**src/rtl/alu_serial_ctrl.sv**
```systemverilog
// alu_serial_ctrl
//   Bit-serial sequencer that drives one external 1-bit ALU slice over
//   WIDTH-bit operands, LSB first, and assembles the WIDTH-bit result.
//   Carry for the two arithmetic ops is kept in a local flop.
//
// Ports
//   Clk        system clock, rising edge
//   Rst_n      synchronous active-low reset
//   Start      operation request, accepted only when idle
//   Select     opcode select, latched on accept
//   Mode       0 = logic, 1 = arithmetic, latched on accept
//   OpA, OpB   WIDTH-bit operands, latched on accept
//   AluSelect  latched Select, to the slice
//   AluMode    latched Mode, to the slice
//   AluA/AluB  current operand bits, to the slice
//   AluOut     slice result bit (combinational from AluA/AluB)
//   Busy       operation in progress
//   Done       one-cycle completion pulse
//   Result     final result, held until the next completion
//   CarryOut   final carry, held with Result
//
// state  | meaning
// S_IDLE | waiting for Start; Result/CarryOut hold the last completion
// S_RUN  | one operand bit captured per clock, LSB first

module alu_serial_ctrl #(
  parameter int WIDTH = 8
) (
  input  logic             Clk,
  input  logic             Rst_n,
  input  logic             Start,
  input  logic [1:0]       Select,
  input  logic             Mode,
  input  logic [WIDTH-1:0] OpA,
  input  logic [WIDTH-1:0] OpB,
  output logic [1:0]       AluSelect,
  output logic             AluMode,
  output logic             AluA,
  output logic             AluB,
  input  logic             AluOut,
  output logic             Busy,
  output logic             Done,
  output logic [WIDTH-1:0] Result,
  output logic             CarryOut
);

  localparam int CW = $clog2(WIDTH);
  localparam logic [CW-1:0] LAST_BIT = CW'(WIDTH - 1);

  typedef enum logic {
    S_IDLE = 1'b0,
    S_RUN  = 1'b1
  } state_t;

  state_t           state_q, state_d;
  logic [WIDTH-1:0] a_sh_q, a_sh_d;
  logic [WIDTH-1:0] b_sh_q, b_sh_d;
  logic [WIDTH-1:0] res_sh_q, res_sh_d;
  logic [WIDTH-1:0] result_q, result_d;
  logic [CW-1:0]    cnt_q, cnt_d;
  logic [1:0]       sel_q, sel_d;
  logic             mode_q, mode_d;
  logic             c_q, c_d;
  logic             done_q, done_d;
  logic             co_q, co_d;

  logic             arith;
  logic             a_eff;
  logic             bit_val;
  logic             c_nxt;

  always_comb begin
    arith   = 1'b0;
    a_eff   = 1'b0;
    bit_val = 1'b0;
    c_nxt   = 1'b0;

    // Only Mode=1 with Select=1x carries; Select[0] selects ~A+B.
    arith   = mode_q & sel_q[1];
    a_eff   = a_sh_q[0] ^ sel_q[0];
    bit_val = arith ? (AluOut ^ c_q) : AluOut;
    c_nxt   = arith ? ((a_eff & b_sh_q[0]) | (c_q & (a_eff ^ b_sh_q[0]))) : 1'b0;

    state_d  = state_q;
    a_sh_d   = a_sh_q;
    b_sh_d   = b_sh_q;
    res_sh_d = res_sh_q;
    result_d = result_q;
    cnt_d    = cnt_q;
    sel_d    = sel_q;
    mode_d   = mode_q;
    c_d      = c_q;
    done_d   = 1'b0;
    co_d     = co_q;

    case (state_q)
      S_IDLE: begin
        if (Start) begin
          a_sh_d   = OpA;
          b_sh_d   = OpB;
          sel_d    = Select;
          mode_d   = Mode;
          c_d      = 1'b0;
          cnt_d    = '0;
          res_sh_d = '0;
          state_d  = S_RUN;
        end
      end
      S_RUN: begin
        a_sh_d   = a_sh_q >> 1;
        b_sh_d   = b_sh_q >> 1;
        res_sh_d = {bit_val, res_sh_q[WIDTH-1:1]};
        c_d      = c_nxt;
        cnt_d    = cnt_q + CW'(1);
        if (cnt_q == LAST_BIT) begin
          // Final bit: publish the assembled word, which includes this bit.
          result_d = {bit_val, res_sh_q[WIDTH-1:1]};
          co_d     = c_nxt;
          done_d   = 1'b1;
          cnt_d    = '0;
          state_d  = S_IDLE;
        end
      end
      default: state_d = S_IDLE;
    endcase
  end

  always_ff @(posedge Clk) begin
    if (!Rst_n) begin
      state_q  <= S_IDLE;
      a_sh_q   <= '0;
      b_sh_q   <= '0;
      res_sh_q <= '0;
      result_q <= '0;
      cnt_q    <= '0;
      sel_q    <= 2'b00;
      mode_q   <= 1'b0;
      c_q      <= 1'b0;
      done_q   <= 1'b0;
      co_q     <= 1'b0;
    end else begin
      state_q  <= state_d;
      a_sh_q   <= a_sh_d;
      b_sh_q   <= b_sh_d;
      res_sh_q <= res_sh_d;
      result_q <= result_d;
      cnt_q    <= cnt_d;
      sel_q    <= sel_d;
      mode_q   <= mode_d;
      c_q      <= c_d;
      done_q   <= done_d;
      co_q     <= co_d;
    end
  end

  assign AluSelect = sel_q;
  assign AluMode   = mode_q;
  assign AluA      = a_sh_q[0];
  assign AluB      = b_sh_q[0];
  assign Busy      = (state_q == S_RUN);
  assign Done      = done_q;
  assign Result    = result_q;
  assign CarryOut  = co_q;

endmodule

```
**config.mk**
```make
export PLATFORM = sky130hd
export DESIGN_NAME = alu_serial_ctrl
export DESIGN_NICKNAME = d
export VERILOG_FILES = /design/src/rtl/alu_serial_ctrl.sv
export SDC_FILE = /design/constraint.sdc
export NUM_CORES = 1
export LEC_CHECK = 0
export CORE_MARGIN = 3
export CORE_UTILIZATION = 50
export DETAILED_ROUTE_END_ITERATION = 6
export PLACE_DENSITY_LB_ADDON = 0.1
export SLEW_MARGIN = 30
export SYNTH_ARGS = -nofsm -noshare
export SYNTH_HDL_FRONTEND = slang
export SYNTH_SLANG_ARGS = --single-unit
```
**constraint.sdc**
```tcl
create_clock -name Clk -period 3.8 [get_ports Clk]
set_input_delay 0.76 -clock Clk [delete_from_list [all_inputs] [get_ports Clk]]
set_output_delay 0.76 -clock Clk [all_outputs]
set_load 0.02 [all_outputs]
```
==> impl_results.md <==
- Max Cap Violations: 0
- Register-to-register setup slack: approximately 2.3 ns
- Clk sinks: ~40
- Die X: about 67 µm
- Ports: 39
- Vias per cell: approximately 5.0
- Post-CTS sizing: 0
- Worst slew margin: 0.630
- Gpl congestion: between 0.7 and 0.8
- Largest net degree at the start of global routing: 56
- Number of port buffers: 38
- FF+latch count, synth: 41
- Initial Util: 0.534
- Final Setup Violations: 0
- Slew Limit Fails: 0
- Vias in the first global route: roughly 1.4k
- Capture point of the worst reg-to-reg path: Result[7]
- DR WL/cell: around 12 µm
- Cts hold-fix bufs: 0
- Clock Path Buffers: 2
- Clock Root Buffer: clkbuf_8
- Tightest Pin Transition: 0.553 ns
- GRT overflow: 0
- Critical Path AT: between 2 and 2.5 ns
- Residual DRC count: 0
- Post-Syn Nets: about 220
- DP Cell Count: around 270
- Minimum clock period: 2.25 ns
- Hold Path Stages: 2
- Iter 0 DRT Violations: 61
- Gr usage total: 0.170
- RR Startpoint: Busy
- Pwr dens: between 300 and 400 nW/µm²
- DP HPWL: approximately 2400 µm
- Register area share after synthesis: 0.447
- RSZ-0062 raised after global routing: no
- Synth Warn #: 0
- Via count: about 1.4k
- Drt pass-1 iters: 2
- Startpoint Class: primary input
- Register-to-Register Path Depth: 4
- Peak supply drop: ~0.22 mV
- Std-Cell Rows: 21
- Fill count: approximately 290
- CTS clk-pin slew, worst paths: roughly 0.070 ns
- Status: finished, final reports clean
- Mapped Cells: roughly 200
- CP Max Fanout: 15
- DRT antenna net count: 0
- Synthesized area per cell: ~9.4 µm²
- Fmax achieved: between 400 and 500 MHz
- N_diodes: 0
- Num CTS Buffers: 5
- H-Tree Depth: 2
- Die height: 66.6 µm
- Final core utilization: 0.654
- Post-synthesis cell area: roughly 1800 µm²
- Share of layout cells above drive strength 1: 0.0611
- First-pass GRT wire length: roughly 5800 µm
- Finished Layout Cells: between 200 and 300
- CP endpoint: a_sh_q[5]
- Number of antenna violations at the first check in global routing: 0
- Worst path required time: 3.97 ns
- Core Region: roughly 3400 µm²
- Hold Path Class: reg -> reg
- Post-CTS Setup Bufs: 0
- Nets: around 260
- DRT Wirelength: 3330 µm
- Kind of critical path: in -> reg
- LEAKAGE: 0.859 nW
- Worst-Skew Late Latency: 0.28 ns
- Final cycle utilization of the critical path: 0.593
- Crit path capture type: register
- CTS tree: built
- Total negative slack: 0 ns
- Worst Setup SP: Start
- Syn-to-layout area delta: 22.5%
- Worst clock skew: between 0.003 and 0.004 ns
- Die Area: 4440 µm²
- Cell variety after synth: 32
- Fin. Hold Viols: 0
cells in the mapped netlist:
cell type  number  area [µm²]
a21boi_1        8        60.1
a21oi_1         9        45.0
a31oi_1         2        12.5
and2_1         16         100
and2b_2         1        8.76
and3_1          1        6.26
buf_12          1        20.0
buf_2           1        5.00
buf_4           2        15.0
buf_6           3        33.8
clkbuf_1        4        15.0
clkbuf_2        1        5.00
clkbuf_8        2        27.5
dfxtp_1        41         821
ha_1            3        37.5
inv_1           1        3.75
mux2i_1        20         200
nand2_1        30         113
nand2_2         1        6.26
nand2b_1        1        6.26
nand3_1         2        10.0
nand4b_1        1        8.76
nor2_1          3        11.3
nor2b_1        13        81.3
nor2b_4         1        13.8
nor3b_1         8        60.1
o21a_1          1        7.51
o21ai_0         7        35.0
o21ai_1         9        45.0
o32ai_1         1        8.76
or2_2           1        6.26
xor2_1          1        8.76
layout by cell type, fill, tap and decap left out, drive strengths merged:
cell type,n
nor3b,8
a21boi,8
a31oi,2
or2,1
and2b,1
nor2,3
nand3,2
dfxtp,41
mux2i,20
clkbuf,7
o32ai,1
nor2b,14
o21a,1
o21ai,16
nand2,31
xor2,1
nand4b,1
and2,16
inv,1
and3,1
ha,3
buf,3
clkdlybuf4s50,37
a21oi,9
nand2b,1
metrics by stage:
step | hold WS, ns | setup WS (ns) | area, µm² | total power (W)
6_report | 0.452 | 1.55 | 2250 | 0.000845
5_1_grt | 0.483 | 1.44 | 2250 | 0.000881
4_1_cts | 0.455 | 1.55 | 2250 | 0.000850
3_5_place_dp | 0.445 | 1.25 | 2170 | 0.000575
3_3_place_gp | 0.441 | 1.29 | 2170 | 0.000572
2_1_floorplan | 0.426 | 2.29 | 1840 | 0.000542
kinds of logic after synthesis:
group                      Yosys count  share of synthesized area
muxes                               20                      0.109
and+or+nand+nor                     79                      0.235
AOI/OAI and AO/OA                   37                      0.116
DFF                                 41                      0.447
xor gates and xnor gates             1                    0.00477
adders and majority gates            3                     0.0204
buffers and inverters               15                     0.0681
final cells by class:
type / count / area (µm²) / share of cell area
well taps: 46 / 57.6 / 0.0256
repair buffers: 40 / 390 / 0.173
clock buffers: 7 / 86.3 / 0.0383
flip-flops and latches: 41 / 822 / 0.365
multi-input cells: 140 / 892 / 0.396
inverters: 1 / 3.75 / 0.00167
worst min-delay path by stage:
stage                endpoint         from
floorplan           Result[0]  res_sh_q[1]
finish              Result[1]    Result[1]
global route        Result[0]  res_sh_q[1]
CTS                 Result[1]    Result[1]
global placement    Result[3]    Result[3]
detailed placement  Result[1]    Result[1]
power by group:
| part | total [W] | switching (W) | leakage, nW | internal (W) |
|---|---|---|---|---|
| sequential | 0.000457 | 0.0000105 | 0.334 | 0.000446 |
| combinational | 0.000107 | 0.0000496 | 0.480 | 0.0000579 |
| clock | 0.000281 | 0.000137 | 0.0443 | 0.000144 |
flip-flops by register name, summed over array words and instances (netlist names):
| register | flops |
|---|---|
| Busy | 1 |
| CarryOut | 1 |
| Result | 8 |
| a_sh_q | 8 |
| c_q | 1 |
| AluSelect | 2 |
| Done | 1 |
| b_sh_q | 8 |
| AluMode | 1 |
| cnt_q | 3 |
| res_sh_q | 7 |
critical path, stage by stage:
cell             delay [ns]
clkdlybuf4s50_1        0.82
buf_4                  0.36
mux2i_1                0.24
o21ai_1                0.07
and2_1                 0.17
layer usage:
| metal | routed length [µm] | track usage | up-vias | share of wire |
|---|---|---|---|---|
| met2 | 1770 | 0.328 | 23 | 0.53 |
| li1 | - | - | 716 | - |
| met3 | 131 | 0.0422 | 2 | 0.039 |
| met4 | 11 | 0.0431 | 0 | 0.0033 |
| met1 | 1420 | 0.180 | 634 | 0.43 |
| met5 | 0 | 0 | - | 0 |
Note: power is estimated with default switching activity, not from simulation.
